### src/rtl/score_argmax.sv
// ----------------------------------------------------------------------------
// score_argmax
//
// Scans one frame of NUM_CLASSES signed scores that arrive serially in class
// order and reports the index and value of the largest one. Ties keep the
// lowest index. A start pulse opens a frame; a start inside a frame abandons
// it and begins again. A score that arrives while no frame is open is
// dropped and flagged on a sticky error bit.
//
// Optional feature (macro SCORE_ARGMAX_BUF_EN):
//   Every accepted score is also stored in a NUM_CLASSES-entry register
//   buffer, readable through i_rd_addr / o_rd_data with one cycle of latency.
//   Without the macro there is no storage and o_rd_data stays 0.
//
// Ports:
//   i_clk          rising-edge clock
//   i_reset        synchronous, active-high reset
//   i_start        one-cycle pulse, begins a new frame
//   i_score_valid  i_score_in is valid this cycle
//   i_score_in     signed score, class order 0..NUM_CLASSES-1
//   o_busy         high while a frame is being scanned
//   o_result_valid high from frame completion until the next start or reset
//   o_class_idx    index of the maximum score
//   o_max_score    value of the maximum score
//   o_err_overrun  sticky, a score arrived outside a frame
//   i_rd_addr      score buffer read address
//   o_rd_data      score buffer read data (registered)
// ----------------------------------------------------------------------------
module score_argmax #(
    parameter int unsigned NUM_CLASSES = 10,
    parameter int unsigned DATA_W      = 16,
    parameter int unsigned IDX_W       = 4
) (
    input  logic              i_clk,
    input  logic              i_reset,
    input  logic              i_start,
    input  logic              i_score_valid,
    input  logic [DATA_W-1:0] i_score_in,
    output logic              o_busy,
    output logic              o_result_valid,
    output logic [IDX_W-1:0]  o_class_idx,
    output logic [DATA_W-1:0] o_max_score,
    output logic              o_err_overrun,
    input  logic [IDX_W-1:0]  i_rd_addr,
    output logic [DATA_W-1:0] o_rd_data
);

    typedef enum logic [1:0] {
        StIdle = 2'd0,
        StScan = 2'd1,
        StDone = 2'd2
    } state_e;

    localparam logic [IDX_W-1:0] LastIdx = IDX_W'(NUM_CLASSES - 1);

    state_e              r_state;
    state_e              w_state_d;
    logic [IDX_W-1:0]    r_count;
    logic                r_busy;
    logic                r_result_valid;
    logic [IDX_W-1:0]    r_class_idx;
    logic [DATA_W-1:0]   r_max_score;
    logic                r_err_overrun;
    logic [DATA_W-1:0]   r_rd_data;

    logic                w_accept;
    logic [IDX_W-1:0]    w_idx;
    logic                w_last;
    logic                w_overrun;
    logic                w_take;

    // A score in the same cycle as start belongs to the new frame as class 0.
    assign w_accept  = i_score_valid && (i_start || (r_state == StScan));
    assign w_idx     = i_start ? '0 : r_count;
    assign w_last    = w_accept && (w_idx == LastIdx);
    assign w_overrun = i_score_valid && !i_start && (r_state != StScan);

    // The first score of a frame always loads, so no sentinel is needed and
    // the most negative score is handled like any other.
    assign w_take = (w_idx == '0) || ($signed(i_score_in) > $signed(r_max_score));

    always_comb begin
        w_state_d = r_state;
        unique case (r_state)
            StIdle:  if (i_start) w_state_d = StScan;
            StScan:  w_state_d = StScan;
            StDone:  if (i_start) w_state_d = StScan;
            default: w_state_d = StIdle;
        endcase
        if (w_last) begin
            w_state_d = StDone;
        end
    end

    always_ff @(posedge i_clk) begin
        if (i_reset) begin
            r_state        <= StIdle;
            r_count        <= '0;
            r_busy         <= 1'b0;
            r_result_valid <= 1'b0;
            r_class_idx    <= '0;
            r_max_score    <= '0;
            r_err_overrun  <= 1'b0;
        end else begin
            r_state        <= w_state_d;
            r_busy         <= (w_state_d == StScan);
            r_result_valid <= (w_state_d == StDone);

            if (w_accept) begin
                // Return to 0 after the last class so count stays in range.
                r_count <= w_last ? '0 : (w_idx + IDX_W'(1));
                if (w_take) begin
                    r_max_score <= i_score_in;
                    r_class_idx <= w_idx;
                end
            end else if (i_start) begin
                r_count <= '0;
            end

            if (w_overrun) begin
                r_err_overrun <= 1'b1;
            end
        end
    end

`ifdef SCORE_ARGMAX_BUF_EN
    logic [DATA_W-1:0] r_buf [NUM_CLASSES];
    logic [DATA_W-1:0] w_rd_sel;

    // Out-of-range addresses fall through to 0.
    always_comb begin
        w_rd_sel = '0;
        for (int i = 0; i < int'(NUM_CLASSES); i++) begin
            if (i_rd_addr == IDX_W'(i)) begin
                w_rd_sel = r_buf[i];
            end
        end
    end

    // Read samples the pre-write contents, so a same-address write in this
    // cycle is not visible until the following read.
    always_ff @(posedge i_clk) begin
        if (i_reset) begin
            for (int i = 0; i < int'(NUM_CLASSES); i++) begin
                r_buf[i] <= '0;
            end
            r_rd_data <= '0;
        end else begin
            if (w_accept) begin
                for (int i = 0; i < int'(NUM_CLASSES); i++) begin
                    if (w_idx == IDX_W'(i)) begin
                        r_buf[i] <= i_score_in;
                    end
                end
            end
            r_rd_data <= w_rd_sel;
        end
    end
`else
    logic w_unused_rd_addr;
    assign w_unused_rd_addr = ^i_rd_addr;

    always_ff @(posedge i_clk) begin
        r_rd_data <= '0;
    end
`endif

    assign o_busy         = r_busy;
    assign o_result_valid = r_result_valid;
    assign o_class_idx    = r_class_idx;
    assign o_max_score    = r_max_score;
    assign o_err_overrun  = r_err_overrun;
    assign o_rd_data      = r_rd_data;

endmodule

### config.mk
export PLATFORM = sky130hd
export DESIGN_NAME = score_argmax
export DESIGN_NICKNAME = d
export VERILOG_FILES = /design/src/rtl/score_argmax.sv
export SDC_FILE = /design/constraint.sdc
export NUM_CORES = 1
export LEC_CHECK = 0
export ABC_AREA = 1
export ABC_CLOCK_PERIOD_IN_PS = 1600
export CORE_ASPECT_RATIO = 1.5
export CORE_MARGIN = 2
export CORE_UTILIZATION = 41
export DETAILED_ROUTE_END_ITERATION = 6
export HOLD_SLACK_MARGIN = 0.06
export PLACE_DENSITY = 0.8
export SLEW_MARGIN = 10
export SYNTH_ARGS = -nofsm -noshare
export SYNTH_HDL_FRONTEND = slang
export SYNTH_SLANG_ARGS = --single-unit
### constraint.sdc
create_clock -name i_clk -period 1.6 [get_ports i_clk]
set_input_delay 0.16 -clock i_clk [delete_from_list [all_inputs] [get_ports i_clk]]
set_output_delay 0.16 -clock i_clk [all_outputs]
set_load 0.1 [all_outputs]
==> flow_metrics.tcl <==
set metrics [dict create \
    num_antenna_cells 0 \
    drtPass1Iterations 6 \
    placed_cells 378 \
    maxCapViolCount 0 \
    busiest_layer "met2" \
    crit_path_frequent_cell "nand2_1" \
    htree_levels 2 \
    fin_worst_skew_ns 0.00504 \
    start_util_pct 43.2 \
    cts.sinks 29 \
    grt.overflow.total 0 \
    cp-start-kind "register" \
    post_cts.repair.setup_buffers 0 \
    fin_crit_sh_pct 115 \
    setup_viol 20 \
    fin_ws_ns -0.247 \
    grt_max_degree 18 \
    critPathKind "register to register" \
    nNetsFinal 382 \
    synth-compound-area-share_pct 9.80 \
    antenna_found_initial 0 \
    crit_chain "inv_2 -> ha_4 -> nand4_1 -> nor3_4 -> nand2_2 -> nand2_1 -> nand2_1 -> nand3_2 -> nand2_4 -> buf_12 -> a21oi_2 -> nor2_1" \
    root_buffer "clkbuf_8" \
    ys_seq_area_share_pct 31.4 \
    ys_types 24 \
    grt_util_all_layers_pct 19.9 \
    crit_path_max_fanout 16 \
    slowest_stage "dfxtp_4" \
    synth_seq_cells 29 \
    drive_gt1_share_pct 38.8 \
    crit_family "simple AND/OR/NAND/NOR gates" \
    ir_worst_vdd_mv 0.589 \
    syn_to_final_growth_pct 71.4 \
    crit_buf_inv 2 \
    first_global_vias 1800 \
    drt-initial-drc-count 46 \
    hold_violations 0 \
    cts.reportedPaths.clkPinSlew_ns 0.07 \
    power.leakage_nw 1.50 \
    cts_max_path_buffers 2 \
    worst_path_largest_cell_delay_ns 0.35 \
    cp.arrival_ns 2.03 \
    hold_class "input pin to register" \
    grt_pass1_wl_mm 7.78 \
    p_per_area_nw_per_um2 927 \
    synth_area_sq_um 1850 \
    ios 63 \
    gp_congestion 0.828 \
    p_total_mw 2.94 \
    violations "DRC, setup timing" \
    async_reset_ff_share_pct 0 \
    routedWlPerCell_microns 12.9 \
    routed_wirelength_mm 5.00 \
    synth_edf_count 0 \
    outcome "finished, violations left" \
    synth_top_area_share_pct 31.4 \
    drc 4 \
    dp_hpwl_mm 3.46 \
    synth_flop_cell "dfxtp_1" \
    dieHeight_microns 86.3 \
    rows 29 \
    crit_path_end_kind "register" \
    drtAntennaViolNets 0 \
    synthAdderAreaFrac_pct 12.8 \
    hold_buffers 0 \
    synth_common_cells "nand2_1 (52), inv_1 (35), nor2_1 (35), dfxtp_1 (29), a21oi_1 (27)" \
    num_vias 1896 \
    clk_latency_ns 0.29 \
    use_met1_pct 21.7 \
    netlist_instances 260 \
    use_met3_pct 3.73 \
    yosysWarnings 0 \
    grt_util_met2_pct 36.3 \
    drt-vias-per-instance 4.91 \
    synthSimpleGateAreaFrac_pct 28.9 \
    die_w_microns 58.9 \
    synth_area_leader_cell "dfxtp_1" \
    yosys-top-cells-area "dfxtp_1 (31%), ha_1 (13%), nand2_1 (11%)" \
    core_area_sq_um 4280 \
    layout_min_cycle_time_ns 1.85 \
    die-area_sq_um 5080 \
    syn_area_per_cell_sq_um 7.12 \
    cts_tree "done" \
    fmax_ghz 0.541 \
    rsz0062_at_grt "yes" \
    synth_top_family_by_area "simple AND/OR/NAND/NOR gates" \
    cp_data_required_time_ns 1.79 \
    muxShareOfSynthArea_pct 0 \
    io_buffer_count 42 \
    synth_xor_xnor_area_share_pct 0 \
    slew_viol_final 0 \
    finalNonFillerCells 386 \
    cts-buffers-inserted 5 \
    yosysMostFrequentCell "nand2_1" \
]
-- cell usage in the layout (no fill, tap or decap) --
cell type / synthesis / layout
dlygate4sd2_1: 0 / 1
ha_4: 0 / 11
inv_1: 35 / 23
clkdlybuf4s50_1: 0 / 12
a21o_1: 1 / 1
a21oi_2: 0 / 11
dfxtp_1: 29 / 13
nand2_2: 1 / 4
nand2_1: 52 / 48
o21ai_1: 0 / 1
buf_12: 0 / 26
clkbuf_16: 0 / 1
nand3b_1: 15 / 15
clkbuf_8: 0 / 6
a21oi_1: 27 / 16
nand3_2: 1 / 2
buf_4: 16 / 37
nand2_4: 1 / 2
nor2_2: 0 / 2
inv_4: 0 / 2
o21ai_0: 2 / 1
nor3_1: 2 / 2
inv_2: 0 / 11
a31oi_1: 1 / 1
a211oi_1: 3 / 3
nor2_1: 35 / 33
nand3_1: 7 / 6
ha_1: 19 / 8
conb_1: 1 / 16
dfxtp_4: 0 / 16
nor3_4: 0 / 1
nand4_1: 2 / 2
dlymetal6s2s_1: 0 / 6
-- worst min-delay path, delay by kind of cell --
family / cells / cell delay (ns)
buf+inv: 1 / 0.14
simple gates: 3 / 0.23
-- sequential cells by signal, summed over array words and instances, names as in the netlist --
| register | count |
|---|---|
| o_max_score | 16 |
| o_class_idx | 4 |
| r_count | 4 |
| r_state | 2 |
| o_busy | 1 |
| o_err_overrun | 1 |
| o_result_valid | 1 |
-- metal layers --
layer | vias up | part of all wire [%]
met5 | - | 0
li1 | 951 | -
met1 | 879 | 36
met2 | 56 | 57
met4 | 0 | 2.1
met3 | 10 | 4.7
-- final timing paths --
kind,startpoint,to,slack [ns],depth (start not counted)
worst max-delay path,o_max_score[10],o_max_score[9],-0.25,12
worst min-delay path,i_score_in[2],o_max_score[2],0.29,4
worst max register to register,o_max_score[10],o_max_score[9],-0.25,12
worst min register to register,r_state[0],r_state[0],0.52,1
-- power by group --
part	leakage, nW	switching [mW]	internal (mW)	total [mW]
combinational	1.19	0.865	0.507	1.37
sequential	0.249	0.0404	0.776	0.816
clock	0.0599	0.307	0.444	0.751
total	1.50	1.21	1.73	2.94
-- kinds of logic after synthesis --
kind of cell | Yosys count
AND/OR/NAND/NOR | 117
adder cells (fa/ha/maj) | 19
AO/OA/AOI/OAI | 34
other | 1
flip-flops | 29
buffers and inverters | 60
-- per-stage QoR --
stage	setup WS [ns]	utilization [%]	setup TNS (ns)	area [sq um]	hold WS (ns)
3_3_place_gp	-0.460	67.9	-9.65	2910	0.485
5_1_grt	-0.371	74.1	-6.90	3170	0.313
2_1_floorplan	-0.294	-	-5.55	2040	0.229
4_1_cts	-0.208	72.5	-3.36	3110	0.451
6_report	-0.247	74.1	-4.15	3170	0.289
3_5_place_dp	-0.545	67.9	-10.94	2910	0.504
-- layout make-up --
type	instances	area, sq um
clock buffer	7	108
clock inverter	1	6.26
fill	286	1110
inverter	35	134
multi-input combinational	186	1220
sequential	29	641
tap	46	57.6
timing repair buffer	82	1000
-- timing repair --
action                     in CTS  in global routing
cloned                          0                  0
pin swaps                       1                  3
gates resized for setup        12                 21
setup endpoints to repair      20                 20
Power figures use the tool's default switching activity.
